===== config.mk =====
export PLATFORM = sky130hd
export DESIGN_NAME = wb_div_32x16
export DESIGN_NICKNAME = d
export VERILOG_FILES = /design/src/rtl/wb_div_32x16.sv
export SDC_FILE = /design/constraint.sdc
export NUM_CORES = 1
export LEC_CHECK = 0
export ABC_AREA = 1
export BUFFER_PORTS_ARGS = -buffer_cell sky130_fd_sc_hd__buf_2
export CORE_MARGIN = 10
export CORE_UTILIZATION = 50
export CTS_BUF_LIST = sky130_fd_sc_hd__clkbuf_8
export DETAILED_ROUTE_END_ITERATION = 8
export HOLD_SLACK_MARGIN = 0.08
export PLACE_DENSITY = 0.73
export SKIP_CTS_REPAIR_TIMING = 1
export SLEW_MARGIN = 0
export SYNTH_ARGS = -nofsm -noshare
export SYNTH_HDL_FRONTEND = slang
export SYNTH_SLANG_ARGS = --single-unit
export TNS_END_PERCENT = 5

===== constraint.sdc =====
create_clock -name wb_clk_i -period 1.95 [get_ports wb_clk_i]
set_clock_uncertainty 0.1 [all_clocks]
set_input_delay 0.39 -clock wb_clk_i [delete_from_list [all_inputs] [get_ports wb_clk_i]]
set_output_delay 0.39 -clock wb_clk_i [all_outputs]
set_load 0.1 [all_outputs]

===== src/rtl/wb_div_32x16.sv =====
// Wishbone 32/16 unsigned restoring divider; 16 iterations, dz/ovf early-out.
// Define WB_DIV_IRQ_EN for the CTRL irq enable bit and irq[0] output.
module wb_div_32x16 #(
  parameter logic [31:0] BASE_ADDR = 32'h3000_0000
) (
  input  logic        wb_clk_i,
  input  logic        wb_rst_i,
  input  logic        wbs_stb_i,
  input  logic        wbs_cyc_i,
  input  logic        wbs_we_i,
  input  logic [3:0]  wbs_sel_i,
  input  logic [31:0] wbs_dat_i,
  input  logic [31:0] wbs_adr_i,
  output logic        wbs_ack_o,
  output logic [31:0] wbs_dat_o,
  output logic [2:0]  irq
);

  localparam logic [1:0] S_IDLE = 2'd0;
  localparam logic [1:0] S_ARM  = 2'd1;
  localparam logic [1:0] S_RUN  = 2'd2;

  logic [1:0]  state;
  logic [3:0]  cnt;
  logic [31:0] dividend;
  logic [15:0] divisor;
  logic [31:0] acc;
  logic [31:0] result;
  logic        done, dz, ovf;
  logic        ie_bit;

  logic        hit, req, take, wr, rd;
  logic        r_dvd, r_dvs, r_ctl, r_res;
  logic        wr_dvd, wr_dvs, wr_ctl;
  logic        idle, busy, start, fin;
  logic        is_dz, is_ovf;
  logic [31:0] mask, rdata;
  logic [16:0] tmp;
  logic        fits;
  logic [15:0] diff;
  logic [31:0] acc_nxt;
  logic        unused_ok;

  assign unused_ok = &{1'b0, wbs_adr_i[1:0]};

  assign hit  = wbs_adr_i[31:4] == BASE_ADDR[31:4];
  assign req  = wbs_cyc_i & wbs_stb_i & hit;
  assign take = req & ~wbs_ack_o;
  assign wr   = take & wbs_we_i;
  assign rd   = take & ~wbs_we_i;

  assign r_dvd = wbs_adr_i[3:2] == 2'd0;
  assign r_dvs = wbs_adr_i[3:2] == 2'd1;
  assign r_ctl = wbs_adr_i[3:2] == 2'd2;
  assign r_res = wbs_adr_i[3:2] == 2'd3;

  assign wr_dvd = wr & r_dvd;
  assign wr_dvs = wr & r_dvs;
  assign wr_ctl = wr & r_ctl;

  assign idle  = state == S_IDLE;
  assign busy  = state == S_RUN;
  assign start = wr_ctl & wbs_sel_i[0] & wbs_dat_i[0] & idle;
  assign fin   = busy & (cnt == 4'd15);

  assign is_dz  = divisor == 16'd0;
  assign is_ovf = dividend[31:16] >= divisor;

  assign mask = {{8{wbs_sel_i[3]}}, {8{wbs_sel_i[2]}},
                 {8{wbs_sel_i[1]}}, {8{wbs_sel_i[0]}}};

  // acc holds {partial remainder, remaining dividend bits / quotient bits}
  assign tmp     = {acc[31:16], acc[15]};
  assign fits    = tmp >= {1'b0, divisor};
  assign diff    = tmp[15:0] - divisor;
  assign acc_nxt = fits ? {diff, acc[14:0], 1'b1}
                        : {acc[30:0], 1'b0};

  always_comb begin
    rdata = 32'd0;
    unique case (1'b1)
      r_dvd: rdata = dividend;
      r_dvs: rdata = {16'd0, divisor};
      r_ctl: rdata = {27'd0, ie_bit, ovf, dz, done, busy};
      r_res: rdata = result;
      default: rdata = 32'd0;
    endcase
  end

  always_ff @(posedge wb_clk_i) begin
    if (wb_rst_i) begin
      state     <= S_IDLE;
      cnt       <= 4'd0;
      dividend  <= 32'd0;
      divisor   <= 16'd0;
      acc       <= 32'd0;
      result    <= 32'd0;
      done      <= 1'b0;
      dz        <= 1'b0;
      ovf       <= 1'b0;
      wbs_ack_o <= 1'b0;
      wbs_dat_o <= 32'd0;
    end else begin
      wbs_ack_o <= take;
      wbs_dat_o <= rd ? rdata : 32'd0;
      if (wr_dvd && idle)
        dividend <= (dividend & ~mask) | (wbs_dat_i & mask);
      if (wr_dvs && idle)
        divisor <= (divisor & ~mask[15:0])
                 | (wbs_dat_i[15:0] & mask[15:0]);
      unique case (state)
        S_IDLE: begin
          if (start) begin
            state <= S_ARM;
            done  <= 1'b0;
            dz    <= 1'b0;
            ovf   <= 1'b0;
          end
        end
        S_ARM: begin
          if (is_dz) begin
            state  <= S_IDLE;
            done   <= 1'b1;
            dz     <= 1'b1;
            result <= {dividend[15:0], 16'hFFFF};
          end else if (is_ovf) begin
            state  <= S_IDLE;
            done   <= 1'b1;
            ovf    <= 1'b1;
            result <= 32'h0000_FFFF;
          end else begin
            state <= S_RUN;
            acc   <= dividend;
            cnt   <= 4'd0;
          end
        end
        S_RUN: begin
          acc <= acc_nxt;
          cnt <= cnt + 4'd1;
          if (fin) begin
            state  <= S_IDLE;
            done   <= 1'b1;
            result <= acc_nxt;
          end
        end
        default: state <= S_IDLE;
      endcase
    end
  end

`ifdef WB_DIV_IRQ_EN
  logic ie, irq_q, set_done, done_d, ie_d;

  // irq follows the next-cycle done/ie so it rises and falls with done
  assign set_done = ((state == S_ARM) & (is_dz | is_ovf)) | fin;
  assign done_d   = set_done | (done & ~start);
  assign ie_d     = (wr_ctl & wbs_sel_i[0]) ? wbs_dat_i[1] : ie;

  always_ff @(posedge wb_clk_i) begin
    if (wb_rst_i) begin
      ie    <= 1'b0;
      irq_q <= 1'b0;
    end else begin
      ie    <= ie_d;
      irq_q <= done_d & ie_d;
    end
  end

  assign ie_bit = ie;
  assign irq    = {2'b00, irq_q};
`else
  assign ie_bit = 1'b0;
  assign irq    = 3'b000;
`endif

endmodule


==> After elaboration in Yosys (flattened, before gate mapping) <==
Index checks and enable logic that the tools add are counted.
{ "word_totals": {"regBits": 154, "latchBits": 0, "ramBits": 0, "mem_bits_ro": 0, "output_inout_bits": 36, "word_cells": 93, "n_memories": 0} }
{ "classes": {"addsub": 2, "multipliers": 0, "n_div": 0, "order_cmp": 2, "n_eq_ne": 14, "n_shift": 0, "muxes": 26, "n_bitwise": 23, "reduce_logical": 15} }
{ "op_table": {"columns": ["cell", "count"], "rows": [
  ["32-bit two-way mux", 6],
  ["32-bit case mux with 2 select lines", 2],
  ["32-bit case mux with 4 select lines", 1],
  ["32-bit bitwise AND", 2],
  ["16-bit bitwise AND", 2],
  ["32-bit inverter", 1],
  ["32-bit OR", 1],
  ["28-bit by 26-bit == test with 1-bit output (second input constant)", 1],
  ["17-bit by 16-bit greater-or-equal comparator with 1-bit output", 1],
  ["16-bit greater-or-equal comparator", 1],
  ["16-bit zero test", 1],
  ["16-bit inverter", 1],
  ["16-bit OR", 1],
  ["16-bit subtractor", 1],
  ["1-bit bitwise AND", 12],
  ["3-bit AND reduction", 3],
  ["2-bit two-way mux", 4],
  ["4-bit two-way mux", 2],
  ["2-bit != test (second input constant)", 4],
  ["4-bit case mux with 2 select lines", 1],
  ["4-bit AND reduction", 2],
  ["2-bit == test (second input constant)", 3],
  ["1-bit two-way mux", 6],
  ["2-bit case mux with 3 select lines", 1],
  ["other kinds (14)", 22]
]} }

==> Logic depth before layout (Yosys ltp) <==
Gate-level depths: netlist (run 1).
{ "depth": {"word_depth": 10, "ltp_mapped": 17, "mapped_depth_nobuf": 16} }

==> Worst setup path after synthesis (run 1) <==
No wires, ideal clock.
{ "synth_timing": {"path_kind": "register -> register", "from": "register wbs_ack_o", "to": "register with a tool-made name", "arrival_time_ps": 1819, "required_ps": 1734, "path_slack_ps": -85, "path_stages_with_launch": 12, "path_cell_list": "dfxtp_1 inv_1 nand2_1 nor2_1 nand2_1 nor2_1 nand2_1 nor2_4 nand2_4 nor2_8 o21ai_0 nor2_1"} }
{ "synth_lines": {"columns": ["element", "line", "source"], "rows": [
  ["from (decl)", "14", "output logic wbs_ack_o,"],
  ["from (signal assigned)", "104", "wbs_ack_o <= take;"]
]} }

==> run summary, run 1 <==
post-synth cell types: 38
Clock Tree Buf Depth: 2
top cells by area in the synthesized netlist: dfxtp_1 (36%), nand2_1 (16%), nor2_1 (13%)
Clock Pin Slew Worst Setup and Hold Paths: 0.08 ns
Hold WS: 0.0548 ns
ANT nets after route: 0
share of the synthesized area in the top cell type: 35.8%
Nets: 1,703
Tcrit/Tclk final: 122%
Initial Util: 51.4%
routability cong.: 0.934
async set-reset flop share out of synthesis: 0%
clk root buf: clkbuf_8
arrival time at the worst endpoint: 2.66 ns
most common cell in the netlist: nand2_1
CP max stage delay: 0.35 ns
Ys Warns: 0
total CTS buffers: 17
antenna diode count: 0
Area growth, synth to finish: 38.4%
die span in y: 151 um
DR WL/cell: 16.5 um
pins over their slew limit: 0
Post-synth EDFFs: 0
Setup crit end kind: flip-flop
H-tree depth: 4
CTS tree: yes
layout cells sized above 1: 29.2%
largest net degree at the start of global routing: 87
Final TNS setup: -19.99 ns
min Tclk post-route: 2.38 ns
footprint of the multi-input gates: 5250 sq um
endpoints failing setup: 71
Post-Synthesis Cells: 1,336
commonest cells in the netlist: nand2_1 (361), nor2_1 (290), dfxtp_1 (154)
cell mode on critical path: nand2_1
Slowest-stage cell, CP: dfxtp_2
PwrDens: 495 nW/um^2
Final Non-Filler Cells: 1,825
Cell Chain, Critical Path: inv_4 -> ha_4 -> nand2_1 -> nand2_1 -> nand2_1 -> a21oi_1 -> nor2_1 -> buf_4 -> nand2_4 -> a21oi_4 -> clkbuf_16 -> nand2_1 -> nor2_1 -> nor2_1
Final HPWL DP: 19,700 um
cell area after layout: 11,900 sq um
Final WS setup: -0.433 ns
worst hold path class: input port to flip-flop
Die ar.: 22,900 sq um
number of synthesized register bits: 154
sequential cell area: 3110 sq um
status: finished, violations left
synthesized area: 8620 sq um
crit path max fanout: 5
P_leak: 5.63 nW
RSZ-0062 raised after global routing: yes
Rows: 47
Routed WL: 30,200 um
critical path class: flip-flop to flip-flop
vias per std cell: 5.37
vias after detailed routing: 9,808
vias in the first global route: 8,751
Ports: 109
worst skew pair latency: 0.48 ns
max cap viols: 0
initial antenna violation count: 0
WP data required: 2.22 ns
final hold violations: 0
Cell Area, Placed: 10,400 sq um
global-route wire length before repair: 42,800 um
failing checks: setup timing
Port Buffers: 103
leading area contributor after synthesis: dfxtp_1
GRT Util Overall: 23.3%
Post-Syn Area per Cell: 6.45 sq um
Peak Freq: 420 MHz
VDD IR max: 0.000460 V
fillers: 1,268
grt total ovfl: 0
top_reg_cell synth: dfxtp_1
DRC Markers: 0
CTS sink count: 154
drt first-iter violations: 1,088
placed cells: 1,753
Seq/Total Area, Yosys: 35.8%
Final Util: 71.2%
core footprint: 16,800 sq um
startpoint class of the critical path: flip-flop
Die W: 151 um
Initial DRT Pass Iterations: 6
## cell families after synthesis
logic type / count (synthesis) / share of synthesized area, %
and+or+nand+nor: 781 / 38.9
buffers and inverters: 206 / 9.82
DFF: 154 / 35.8
AOI/OAI and AO/OA: 149 / 9.22
adders and majority gates: 37 / 5.46
xor gates and xnor gates: 8 / 0.813
other: 1 / 0.0435
## layout make-up
cell class / count / area share, %
Multi-Input combinational cell: 979 / 44.1
Sequential cell: 154 / 26.1
Timing Repair Buffer: 288 / 19.1
Inverter: 153 / 5.07
Clock buffer: 20 / 2.31
Tap cell: 220 / 2.31
Clock inverter: 11 / 1.02
## power breakdown
part	internal, mW	switching [mW]	leakage, nW	total, mW
clock	1.23	1.27	0.194	2.50
sequential	3.14	0.00000000228	1.25	3.14
combinational	0.111	0.164	4.19	0.275
total	4.47	1.43	5.63	5.91
## critical path: cells and delay by family (launching register included)
kind / cells / cell delay, ns
DFF: 1 / 0.35
adders and majority gates: 1 / 0.21
and+or+nand+nor: 8 / 0.67
AOI/OAI and AO/OA: 2 / 0.42
buffers and inverters: 3 / 0.52
## placed cells by master, fill, tap and decap left out, types with 3 or more instances in the layout
cell,n
nand2_1,337
nor2_1,271
dfxtp_1,134
buf_4,132
inv_1,123
buf_2,103
o21ai_0,69
a21oi_1,55
nand3_1,45
nand4_1,39
nand2_2,28
ha_4,28
nor2_2,22
dlygate4sd3_1,22
clkbuf_8,20
inv_2,18
dfxtp_2,18
nand3_2,15
buf_12,15
inv_4,12
a31oi_1,12
buf_6,9
ha_1,7
a21oi_2,6
xor2_1,6
nand2_4,5
nor2_4,5
clkbuf_16,5
nor2_8,4
clkinvlp_4,4
o22ai_1,3
and2_1,3
conb_1,3
## per-layer routing
metal / part of all wire, % / wire length [um] / global-route usage [%]
met5: 0 / 0 / 0
met4: 4.0 / 1220 / 7.56
met3: 9.8 / 2950 / 5.01
met2: 47 / 14000 / 38.1
met1: 40 / 12000 / 29.9
## per-stage QoR
stage          total power, mW  setup WS, ns
4_1_cts                   5.89        -0.343
2_1_floorplan             3.33       -0.0785
3_5_place_dp              3.45        -0.321
5_1_grt                   6.07        -0.510
3_3_place_gp              3.45        -0.275
6_report                  5.91        -0.433
## path summary, 6_finish.rpt
| kind | endpoint | from | slack, ns | cells after the start |
|---|---|---|---|---|
| setup reg to reg | acc[28] | flip-flop | -0.43 | 14 |
| hold / removal | flip-flop | wbs_dat_i[2] | 0.05 | 3 |
| setup / recovery | acc[28] | flip-flop | -0.43 | 14 |
| hold reg to reg | result[13] | result[13] | 0.34 | 2 |
(Power assumes the default switching activity.)
==> inputs of run 2 (changes only) <==
- SLEW_MARGIN: 0 -> default
- clock period: 1.95 -> 2.17 ns (I/O delays scaled with it)
==> run 2 against run 1 <==
- the run still ends with setup timing left
- critical path depth is the same
- non-clock buffer count shrank 62
- core utilization shrank 3.7 points
- combinational power decreased by 23%
- setup slack improved by 0.32 ns
- design area fell by 5.3%
==> run summary, run 2 (synthesis results as in run 1) <==
global-route wire length before repair: 41,200 um
Nets: 1,641
core footprint: 16,800 sq um
layout cells sized above 1: 26.9%
Routed WL: 28,100 um
PwrDens: 478 nW/um^2
clk root buf: clkbuf_8
WP data required: 2.47 ns
most common cell after layout, fill and taps aside: nand2_1
Initial DRT Pass Iterations: 6
Slowest-stage cell, CP: dfxtp_2
vias after detailed routing: 9,306
Die W: 151 um
Final WS setup: -0.116 ns
Tot Pwr: 5.40 mW
Setup crit end kind: flip-flop
largest net degree at the start of global routing: 67
max cap viols: 0
vias per std cell: 5.28
Worst-Margin Slew: 0.765 ns
initial antenna violation count: 0
Ports: 109
die span in y: 151 um
startpoint class of the critical path: flip-flop
grt total ovfl: 0
Clock Pin Slew Worst Setup and Hold Paths: 0.09 ns
final hold violations: 0
ANT nets after route: 0
DR WL/cell: 16.0 um
drt first-iter violations: 874
Final Non-Filler Cells: 1,764
WP buf/inv: 3
worst hold path class: input port to flip-flop
worst skew pair latency: 0.47 ns
Final TNS setup: -2.80 ns
Peak Freq: 437 MHz
placed cells: 1,715
vias in the first global route: 8,403
fillers: 1,387
Initial Util: 51.4%
critical path class: flip-flop to flip-flop
cell mode on critical path: nor2_1
antenna diode count: 0
Clock Tree Buf Depth: 2
Die ar.: 22,900 sq um
min Tclk post-route: 2.29 ns
GRT Util Overall: 22.3%
Max transition margin: 48.9%
failing checks: setup timing
Final HPWL DP: 19,200 um
Hold WS: 0.0774 ns
Rows: 47
H-tree depth: 4
crit path max fanout: 8
endpoints failing setup: 57
total CTS buffers: 17
CTS sink count: 154
RSZ-0062 raised after global routing: yes
Crit path max-delay family: simple AND/OR/NAND/NOR gates
status: finished, violations left
CTS tree: yes
arrival time at the worst endpoint: 2.58 ns
Area growth, synth to finish: 31.1%
P_leak: 5.30 nW
DRC Markers: 0
Tcrit/Tclk final: 105%
routability cong.: 0.923
most frequent cells in the layout: nand2_1 (336), nor2_1 (279), dfxtp_1 (139), inv_1 (123), buf_2 (103)
VDD IR max: 0.000465 V
CP max stage delay: 0.34 ns
Cell Chain, Critical Path: inv_1 -> ha_1 -> nand4_1 -> nor2_1 -> nor2_1 -> nand2_1 -> nand2_2 -> buf_6 -> nand3_4 -> nand3_4 -> buf_12 -> nand2_2 -> nand2_1 -> nor2_1
pins over their slew limit: 0
Port Buffers: 103
==> run 2: cell types whose count changed in the layout (fill, tap and decap cells not counted), sizes merged <==
cell,change
buf,-41
bufinv,+1
clkbuf,-1
clkinv,+1
dlygate4sd3,-21
==> run 2: final cells by class <==
class | count | area (sq um) | share of cell area [%]
Multi-Input combinational cell | 979 | 5240 | 46.4
Sequential cell | 154 | 3100 | 27.5
Timing Repair Buffer | 226 | 1670 | 14.8
Inverter | 153 | 584 | 5.17
Tap cell | 220 | 275 | 2.44
Clock buffer | 19 | 262 | 2.31
Clock inverter | 13 | 165 | 1.46
==> run 2: worst min-delay path: stages <==
cell	delay [ns]
buf_2	0.08
nor2_1	0.03
nor2_1	0.08
==> run 2: path summary, 6_finish.rpt <==
kind	cells past startpoint	from	slack (ns)	endpoint
setup / recovery	14	flip-flop	-0.12	result[21]
hold / removal	3	wbs_dat_i[26]	0.08	flip-flop
setup reg to reg	14	flip-flop	-0.12	result[21]
hold reg to reg	2	result[11]	0.34	result[11]
==> run 2: layer usage <==
| metal | part of all wire [%] | GRT usage (%) |
|---|---|---|
| met5 | 0 | 0 |
| met4 | 2.3 | 6.69 |
| met3 | 8.3 | 4.33 |
| met2 | 48 | 37.6 |
| met1 | 41 | 28.2 |
==> run 2: per-stage QoR <==
stage	util [%]	cell area, sq um	worst slack (ns)
floorplan	-	8620	0.135
global placement	59.8	10000	-0.130
detailed placement	59.8	10000	-0.185
CTS	62.4	10500	-0.205
global route	67.4	11300	-0.218
finish	67.4	11300	-0.116
==> run 2: power breakdown <==
part / switching (mW) / internal, mW
Combinational: 0.139 / 0.0727
Clock: 1.16 / 1.21
Sequential: 0.00000000215 / 2.82
Total: 1.30 / 4.10
